===== config.mk =====
export PLATFORM = sky130hd
export DESIGN_NAME = uart_rx_fifo
export DESIGN_NICKNAME = d
export VERILOG_FILES = /design/src/rtl/uart_rx_fifo.sv
export SDC_FILE = /design/constraint.sdc
export NUM_CORES = 1
export LEC_CHECK = 0
export ABC_CLOCK_PERIOD_IN_PS = 4600
export BUFFER_PORTS_ARGS = -buffer_cell sky130_fd_sc_hd__buf_2
export CAP_MARGIN = 20
export CORE_MARGIN = 10
export CORE_UTILIZATION = 41
export CTS_CLUSTER_SIZE = 8
export DETAILED_ROUTE_END_ITERATION = 8
export PLACE_DENSITY = 0.54
export SLEW_MARGIN = 20
export SYNTH_ARGS = -nofsm -noshare
export SYNTH_HDL_FRONTEND = slang
export SYNTH_SLANG_ARGS = --single-unit
export TNS_END_PERCENT = 1

===== constraint.sdc =====
create_clock -name clk -period 4.6 [get_ports clk]
set_input_delay 0.92 -clock clk [delete_from_list [all_inputs] [get_ports clk]]
set_output_delay 0.92 -clock clk [all_outputs]
set_load 0.02 [all_outputs]

===== src/rtl/uart_rx_fifo.sv =====
// Oversampling UART receiver with 3-sample majority vote,
// configurable framing and a first-word-fall-through receive FIFO.
module uart_rx_fifo #(
  parameter int FREQUENCY  = 130,
  parameter int BAUDRATE   = 9600,
  parameter int DATA_BITS  = 8,
  parameter int PARITY     = 0,
  parameter int STOP_BITS  = 1,
  parameter int OVERSAMPLE = 16,
  parameter int FIFO_DEPTH = 4
) (
  input  logic                          clk,
  input  logic                          rst,
  input  logic                          rx_i,
  output logic [DATA_BITS-1:0]          rx_data_o,
  output logic                          rx_par_err_o,
  output logic                          rx_frame_err_o,
  output logic                          rx_vld_o,
  input  logic                          rx_rdy_i,
  output logic [$clog2(FIFO_DEPTH):0]   rx_fill_o,
  output logic                          overrun_o,
  output logic                          break_o,
  input  logic                          clr_i,
  output logic                          rts_n_o
);

  localparam int DIV_RAW = (FREQUENCY * 1000000) / (BAUDRATE * OVERSAMPLE);
  localparam int DIV     = (DIV_RAW < 1) ? 1 : DIV_RAW;
  localparam int DW      = $clog2(DIV) + 1;
  localparam int PW      = $clog2(OVERSAMPLE);
  localparam int BW      = $clog2(DATA_BITS);
  localparam int AW      = $clog2(FIFO_DEPTH);
  localparam int WW      = DATA_BITS + 2;
  localparam int HALF    = OVERSAMPLE / 2;

  typedef enum logic [2:0] {
    S_IDLE,
    S_START,
    S_DATA,
    S_PARITY,
    S_STOP
  } state_e;

  state_e               state_q, state_d;
  logic                 rx_s1_q, rx_s1_d;
  logic                 rx_s2_q, rx_s2_d;
  logic                 rx_prev_q, rx_prev_d;
  logic [1:0]           sv_q, sv_d;
  logic                 armed_q, armed_d;
  logic [DW-1:0]        div_q, div_d;
  logic [PW-1:0]        ph_q, ph_d;
  logic [1:0]           samp_q, samp_d;
  logic [BW-1:0]        bit_cnt_q, bit_cnt_d;
  logic                 stop_cnt_q, stop_cnt_d;
  logic [DATA_BITS-1:0] shift_q, shift_d;
  logic                 par_err_q, par_err_d;
  logic                 frame_err_q, frame_err_d;

  logic [WW-1:0]        mem_q [FIFO_DEPTH];
  logic [WW-1:0]        mem_d [FIFO_DEPTH];
  logic [AW-1:0]        wr_ptr_q, wr_ptr_d;
  logic [AW-1:0]        rd_ptr_q, rd_ptr_d;
  logic [AW:0]          fill_q, fill_d;
  logic                 overrun_q, overrun_d;
  logic                 break_q, break_d;
  logic                 rts_n_q, rts_n_d;

  logic                 fall;
  logic                 tick;
  logic                 vote_now;
  logic                 bit_end;
  logic                 voted;
  logic                 par_exp;
  logic                 fe_now;
  logic                 push;
  logic                 pop;
  logic                 full;
  logic                 push_ok;
  logic [WW-1:0]        wr_word;
  logic [WW-1:0]        head;

  // Sync flops idle high; armed_q keeps a line that is low at reset
  // release from being mistaken for a start edge.
  always_comb begin
    rx_s1_d   = rx_i;
    rx_s2_d   = rx_s1_q;
    rx_prev_d = rx_s2_q;
    sv_d      = {sv_q[0], 1'b1};
    armed_d   = armed_q | (sv_q[1] & rx_s2_q);
  end

  assign fall     = armed_q & rx_prev_q & ~rx_s2_q;
  assign tick     = (div_q == DW'(DIV - 1));
  assign vote_now = tick & (ph_q == PW'(HALF + 1));
  assign bit_end  = tick & (ph_q == PW'(OVERSAMPLE - 1));
  assign voted    = (samp_q[0] & samp_q[1]) | (samp_q[0] & rx_s2_q)
                  | (samp_q[1] & rx_s2_q);
  assign par_exp  = (PARITY == 2) ? ~(^shift_q) : ^shift_q;
  assign fe_now   = frame_err_q | ~voted;
  assign wr_word  = {fe_now, par_err_q, shift_q};

  always_comb begin
    state_d     = state_q;
    div_d       = tick ? '0 : div_q + DW'(1);
    ph_d        = ph_q;
    samp_d      = samp_q;
    bit_cnt_d   = bit_cnt_q;
    stop_cnt_d  = stop_cnt_q;
    shift_d     = shift_q;
    par_err_d   = par_err_q;
    frame_err_d = frame_err_q;
    push        = 1'b0;
    if (tick) begin
      ph_d = bit_end ? '0 : ph_q + PW'(1);
      if (ph_q == PW'(HALF - 1)) samp_d[0] = rx_s2_q;
      if (ph_q == PW'(HALF))     samp_d[1] = rx_s2_q;
    end
    unique case (state_q)
      S_IDLE: begin
        if (fall) begin
          state_d     = S_START;
          div_d       = '0;
          ph_d        = '0;
          bit_cnt_d   = '0;
          stop_cnt_d  = 1'b0;
          par_err_d   = 1'b0;
          frame_err_d = 1'b0;
        end
      end
      S_START: begin
        if (vote_now && voted) state_d = S_IDLE;
        else if (bit_end)      state_d = S_DATA;
      end
      S_DATA: begin
        if (vote_now) shift_d = {voted, shift_q[DATA_BITS-1:1]};
        if (bit_end) begin
          if (bit_cnt_q == BW'(DATA_BITS - 1)) begin
            bit_cnt_d = '0;
            state_d   = (PARITY != 0) ? S_PARITY : S_STOP;
          end else begin
            bit_cnt_d = bit_cnt_q + BW'(1);
          end
        end
      end
      S_PARITY: begin
        if (vote_now) par_err_d = (voted != par_exp);
        if (bit_end)  state_d   = S_STOP;
      end
      S_STOP: begin
        if (vote_now) begin
          frame_err_d = fe_now;
          if (stop_cnt_q == 1'(STOP_BITS - 1)) begin
            push    = 1'b1;
            state_d = S_IDLE;
          end
        end else if (bit_end) begin
          stop_cnt_d = 1'b1;
        end
      end
      default: state_d = S_IDLE;
    endcase
  end

  assign pop     = (fill_q != '0) & rx_rdy_i;
  assign full    = (fill_q == (AW+1)'(FIFO_DEPTH));
  assign push_ok = push & (~full | pop);

  always_comb begin
    mem_d    = mem_q;
    wr_ptr_d = push_ok ? wr_ptr_q + AW'(1) : wr_ptr_q;
    rd_ptr_d = pop ? rd_ptr_q + AW'(1) : rd_ptr_q;
    fill_d   = fill_q;
    if (push_ok && !pop) fill_d = fill_q + (AW+1)'(1);
    if (!push_ok && pop) fill_d = fill_q - (AW+1)'(1);
    if (push_ok) mem_d[wr_ptr_q] = wr_word;
    // Set beats a coincident clear.
    overrun_d = clr_i ? 1'b0 : overrun_q;
    break_d   = clr_i ? 1'b0 : break_q;
    if (push && full && !pop) overrun_d = 1'b1;
    if (push && fe_now && (shift_q == '0)) break_d = 1'b1;
    rts_n_d = (fill_q >= (AW+1)'(FIFO_DEPTH - 1));
  end

  always_ff @(posedge clk) begin
    if (rst) begin
      state_q     <= S_IDLE;
      rx_s1_q     <= 1'b1;
      rx_s2_q     <= 1'b1;
      rx_prev_q   <= 1'b1;
      sv_q        <= '0;
      armed_q     <= 1'b0;
      div_q       <= '0;
      ph_q        <= '0;
      samp_q      <= '0;
      bit_cnt_q   <= '0;
      stop_cnt_q  <= 1'b0;
      shift_q     <= '0;
      par_err_q   <= 1'b0;
      frame_err_q <= 1'b0;
      wr_ptr_q    <= '0;
      rd_ptr_q    <= '0;
      fill_q      <= '0;
      overrun_q   <= 1'b0;
      break_q     <= 1'b0;
      rts_n_q     <= 1'b0;
    end else begin
      state_q     <= state_d;
      rx_s1_q     <= rx_s1_d;
      rx_s2_q     <= rx_s2_d;
      rx_prev_q   <= rx_prev_d;
      sv_q        <= sv_d;
      armed_q     <= armed_d;
      div_q       <= div_d;
      ph_q        <= ph_d;
      samp_q      <= samp_d;
      bit_cnt_q   <= bit_cnt_d;
      stop_cnt_q  <= stop_cnt_d;
      shift_q     <= shift_d;
      par_err_q   <= par_err_d;
      frame_err_q <= frame_err_d;
      wr_ptr_q    <= wr_ptr_d;
      rd_ptr_q    <= rd_ptr_d;
      fill_q      <= fill_d;
      overrun_q   <= overrun_d;
      break_q     <= break_d;
      rts_n_q     <= rts_n_d;
    end
  end

  always_ff @(posedge clk) begin
    mem_q <= mem_d;
  end

  assign head           = mem_q[rd_ptr_q];
  assign rx_vld_o       = (fill_q != '0);
  assign rx_data_o      = rx_vld_o ? head[DATA_BITS-1:0] : '0;
  assign rx_par_err_o   = rx_vld_o & head[DATA_BITS];
  assign rx_frame_err_o = rx_vld_o & head[DATA_BITS+1];
  assign rx_fill_o      = fill_q;
  assign overrun_o      = overrun_q;
  assign break_o        = break_q;
  assign rts_n_o        = rts_n_q;

endmodule


Yosys cells after proc, flatten, opt, wreduce, memory -nomap -nowiden. Cells that the tools add are included.

Order comparisons: 4. Add/subtract/negate cells: 7. Bitwise logic cells: 22. Equality and inequality tests: 22. Muxes and demuxes: 44. Reduce and logical (&&, ||, !) cells: 28.

Operators by type and width (number): 40-bit bitwise mux (1); 3-bit two-way mux (13); 11-bit two-way mux (3); 10-bit two-way mux (3); 10-bit binary-select mux with 2-bit select (1); 10-bit demux with 2-bit select (1); 2-bit != test, second input constant (9); 4-bit two-way mux (4); 3-bit case mux with 5 select lines (1); 1-bit bitwise AND (12); 4-bit == test, second input constant (3); 1-bit two-way mux (12); 2-bit nonzero test (6); 11-bit by 1-bit adder with 11-bit output, second input constant (1); 11-bit by 10-bit == test with 1-bit output, second input constant (1); 3-bit == test, second input constant (3); 3-bit AND reduction (3); 1-bit logical AND (8); 8-bit zero test (1); 8-bit two-way mux (1); 8-bit XOR reduction (1); 7-bit AND reduction (1); 3-bit by 1-bit adder with 3-bit output, second input constant (2); 3-bit by 2-bit == test with 1-bit output, second input constant (2); other kinds (20) (34).

Input port bits: 5. Word-level logic and storage cells: 153. Output and inout port bits: 17. Bits in registers: 90.

Logic depth before layout (Yosys ltp).
Depth after elaboration: 8. Gate-level depth with buffers: 12. Mapped depth without buffers: 12.

Worst setup path before layout. OpenSTA, ideal clock, no wires.

Path type: input to register. Start: input port rx_rdy_i. End: register fill_q[2] (netlist: rx_fill_o[2]). Path buffers: 0. Data arrival time: 2.831 ns. Stages: 10. Path slack: 1.698 ns. Library setup time: 0.070 ns. Cells stage by stage: nor4b_1 > and2b_1 > and2_1 > inv_1 > ha_1 > inv_1 > fa_1 > xor2_1 > or3_1 > a21oi_1.

Word-level cells in the longest chain between the ends: 6.

RTL lines: start, declared (RTL line 19) `input logic rx_rdy_i,`; 1-bit bitwise AND * (RTL line 164) `assign pop = (fill_q != '0) & rx_rdy_i;`; 1-bit bitwise OR (RTL line 166) `assign push_ok = push & (~full | pop);`; 1-bit bitwise AND (RTL line 166); 1-bit zero test (RTL line 174) `if (!push_ok && pop) fill_d = fill_q - (AW+1)'(1);`; 1-bit logical AND (RTL line 174); 3-bit two-way mux / 2-bit nonzero test (equally long branches); end signal, assigned (RTL line 223) `fill_q <= fill_d;`; end, declared (RTL line 63) `logic [AW:0] fill_q, fill_d;`.

Every way passes the cells marked *; elsewhere a longest branch is shown, timed or not. A chain may end at the register's enable or synchronous reset.

Worst setup path after layout.
Start: register rd_ptr_q[0]. End: output port rx_data_o[0].

Word-level cells in the longest chain between the ends: 5.

RTL lines: start, declared (RTL line 62) `logic [AW-1:0] rd_ptr_q, rd_ptr_d;`; start signal, assigned (RTL line 222) `rd_ptr_q <= rd_ptr_d;`; 2-bit NOT with 3-bit output (implied by the code) (RTL line 234) `assign head = mem_q[rd_ptr_q];`; 10-bit binary-select mux with 2-bit select (RTL line 234); 10-bit two-way mux (implied by the code) (2 in a row) (RTL line 234); 8-bit two-way mux (RTL line 236) `assign rx_data_o = rx_vld_o ? head[DATA_BITS-1:0] : '0;`; end, declared (RTL line 15) `output logic [DATA_BITS-1:0] rx_data_o,`.

No other way between the ends. The select of a mux whose other input is x is not followed.

==> results.ini <==
[run_status]
status=finished, final reports clean

[yosys]
avgSynthCellArea_um2=11.59
ys_warn_count=0
ys_types=51
synth_adder_area_share=0.05724
muxShareOfSynthArea=0.06064
synthesis.nets=371
synth_edf_count=40
synthSimpleGateAreaFrac=0.1847
synth_top_family_by_area=simple AND/OR/NAND/NOR gates
yosys_register_bits=90
ys.flop_type=dfxtp_1
netlist_instances=349
ys_seq_area_frac=0.5446
synth-compound-area-share=0.07550
syn_area_um2=4044
async_reset_ff_frac=0
synth_xor_area_frac=0.04022

[clock_tree]
path_clk_slew_ns=0.10
clock_latency_ns=0.36
htreeDepth=3
cts_num_sinks=90
post_cts_buffers=0
cts_hold_buf=0
cts_resized=0
clockBufferDepth=2
cts_buffers=9
cts_tree=yes
clockRootBuffer=clkbuf_8

[setup_path]
cp_max_fo=12
worstPathRequired_ns=3.68
critPathSlowestCell=dfxtp_1
worstSetupPathType=reg2out
max_stage_delay_ns=0.85
r2r_end=rx_fill_o[2]
path_cells=mux4_2 -> and2_1 -> buf_2
ff2ff_setup_slack_ns=1.89
cp.arrival_ns=2.14
reg2reg_from=div_q[0]
reg2reg_depth=11
crit_path_end_kind=primary output
startpoint_type=register

[global_route]
grt_max_degree=33
antenna_found_initial=0
grt_pass1_vias=2672
grt_usage=0.1120
grt_pass1_wl_um=13100
grt-ovfl-total=0

[pwr]
clock_power_share=0.384
intPower_mw=1.075
switching_share=0.2255
power_leakage_nw=1.519
ir_drop_v=0.0001326
p_seq_frac=0.602
p_comb_frac=0.014
p_sw_uw=313.1
cellPowerDensity_nw_per_um2=311.2

[flow_run]
cap_violations=0

[cells_and_area]
fin_util=0.4606
final_cells=507
layout_commonest_cell=dfxtp_1
nets=391
num_antenna_cells=0
final_cell_mix=dfxtp_1 (50), edfxtp_1 (40), a21oi_1 (26)
drive_gt1_frac=0.1578
syn_to_final_growth_pct=10.30
fill_cells=913

[floorplanning]
rows=36
ios=22
coreArea_um2=9684
dieArea_um2=14240
start_util=0.4176
die_width_um=119.3
dieHeight_um=119.3

[min_path]
worstHoldPathCells=1
worstHoldStart=rx_s1_q
hold_end=rx_prev_d
min_path_type=reg2reg

[sta]
relSlewSlack=0.4706
grt_setup_unrepaired=false
period_share=0.6653
tightestPinTransition_ns=0.7929
final_max_slew_viol_count=0
setup_viol=0
fmax_ghz=0.3267
fin_crit_ns=3.061
hold_viol=0
tns_ns=0
skew_ns=0.01870

[detailed_routing]
wl_per_cell_um=15.03
routed_wl_um=7620
drt_iter0_drc=91
drcViolationCount=0
drtPass1Iterations=4
vias_per_cell=5.134
final_antenna_net_count=0
vias=2603

[place]
gp_congestion=0.7634
numPortBuffers=21
dp_hpwl_um=5152
place_inst=491

-- routing by layer --
metal | vias up | GRT usage | wire length (um)
li1 | 1302 | - | -
met1 | 1251 | 0.1351 | 3499
met2 | 39 | 0.1909 | 3696
met3 | 11 | 0.02126 | 286
met4 | 0 | 0.04902 | 137
met5 | - | 0 | 0
-- worst max-delay path by stage --
| stage | start | endpoint | slack (ns) | depth (start not counted) |
|---|---|---|---|---|
| finish | rd_ptr_q[0] | rx_data_o[0] | 1.54 | 3 |
| global route | rd_ptr_q[0] | rx_data_o[5] | 1.34 | 3 |
| CTS | rd_ptr_q[0] | rx_data_o[0] | 1.46 | 3 |
| detailed placement | rx_rdy_i | rx_fill_o[2] | 1.39 | 11 |
| global placement | rx_rdy_i | rx_fill_o[2] | 1.48 | 11 |
| floorplan | rx_rdy_i | rx_fill_o[2] | 1.70 | 10 |
-- power groups by stage --
stage | combinational [mW] | clock (mW) | sequential (mW)
3_3_place_gp | 0.0197 | 0 | 0.855
3_5_place_dp | 0.0200 | 0 | 0.855
4_1_cts | 0.0201 | 0.545 | 0.836
6_report | 0.0195 | 0.533 | 0.836
5_1_grt | 0.0223 | 0.580 | 0.837
2_1_floorplan | 0.0144 | 0 | 0.854
-- cell type report --
type / count / area [um^2] / share of cell area
flip-flops and latches: 90 / 2202 / 0.4937
multi-input cells: 221 / 1692 / 0.3792
well taps: 133 / 166.4 / 0.03731
clock buffers: 11 / 152.6 / 0.03422
repair buffers: 22 / 112.6 / 0.02525
inverters: 25 / 93.84 / 0.02104
clock inverters: 5 / 41.29 / 0.009257
-- cells by family (layout without fill, tap and decap cells) --
family / count (synthesis) / in the layout
flip-flops: 90 / 90
buffers and inverters: 38 / 63
multiplexers: 12 / 12
AO/OA/AOI/OAI: 54 / 54
AND/OR/NAND/NOR: 120 / 120
adder cells (fa/ha/maj): 18 / 18
XOR/XNOR: 17 / 17
-- state kept, by name, indices dropped and copies added (netlist names), 2 cells and up --
register	count
mem_q	40
div_q	11
shift_q	8
ph_q	4
bit_cnt_q	3
rx_fill_o	3
state_q	3
rd_ptr_q	2
samp_q	2
sv_q	2
wr_ptr_q	2
-- Yosys cell counts (all sizes together) (6+ instances only) --
master,count,area (um^2)
a21oi,26,130.1
and2,14,87.58
clkbuf,9,33.78
dfxtp,50,1001
edfxtp,40,1201
ha,16,200.2
inv,25,93.84
mux4,10,225.2
nand2,16,60.06
nand3,15,87.59
nand4,9,71.32
nor2,22,82.58
nor3,6,35.03
o21ai,14,70.07
xnor2,10,87.58
xor2,6,52.55
-- worst max-delay path: cells and delay by family, from the launching register on --
family	cells	cell delay, ns
muxes	1	0.60
and+or+nand+nor	1	0.17
buffers and inverters	1	0.15
DFF	1	0.85
-- through the flow --
step | cell area (um^2) | setup slack [ns] | power (mW) | hold slack (ns)
3_5_place_dp | 4267 | 1.386 | 0.8748 | 0.3963
2_1_floorplan | 4044 | 1.698 | 0.8681 | 0.3895
3_3_place_gp | 4267 | 1.477 | 0.8744 | 0.3953
4_1_cts | 4461 | 1.462 | 1.401 | 0.4210
5_1_grt | 4461 | 1.341 | 1.440 | 0.4237
6_report | 4461 | 1.539 | 1.388 | 0.4189
No activity file was read; power rests on OpenSTA's default activity.
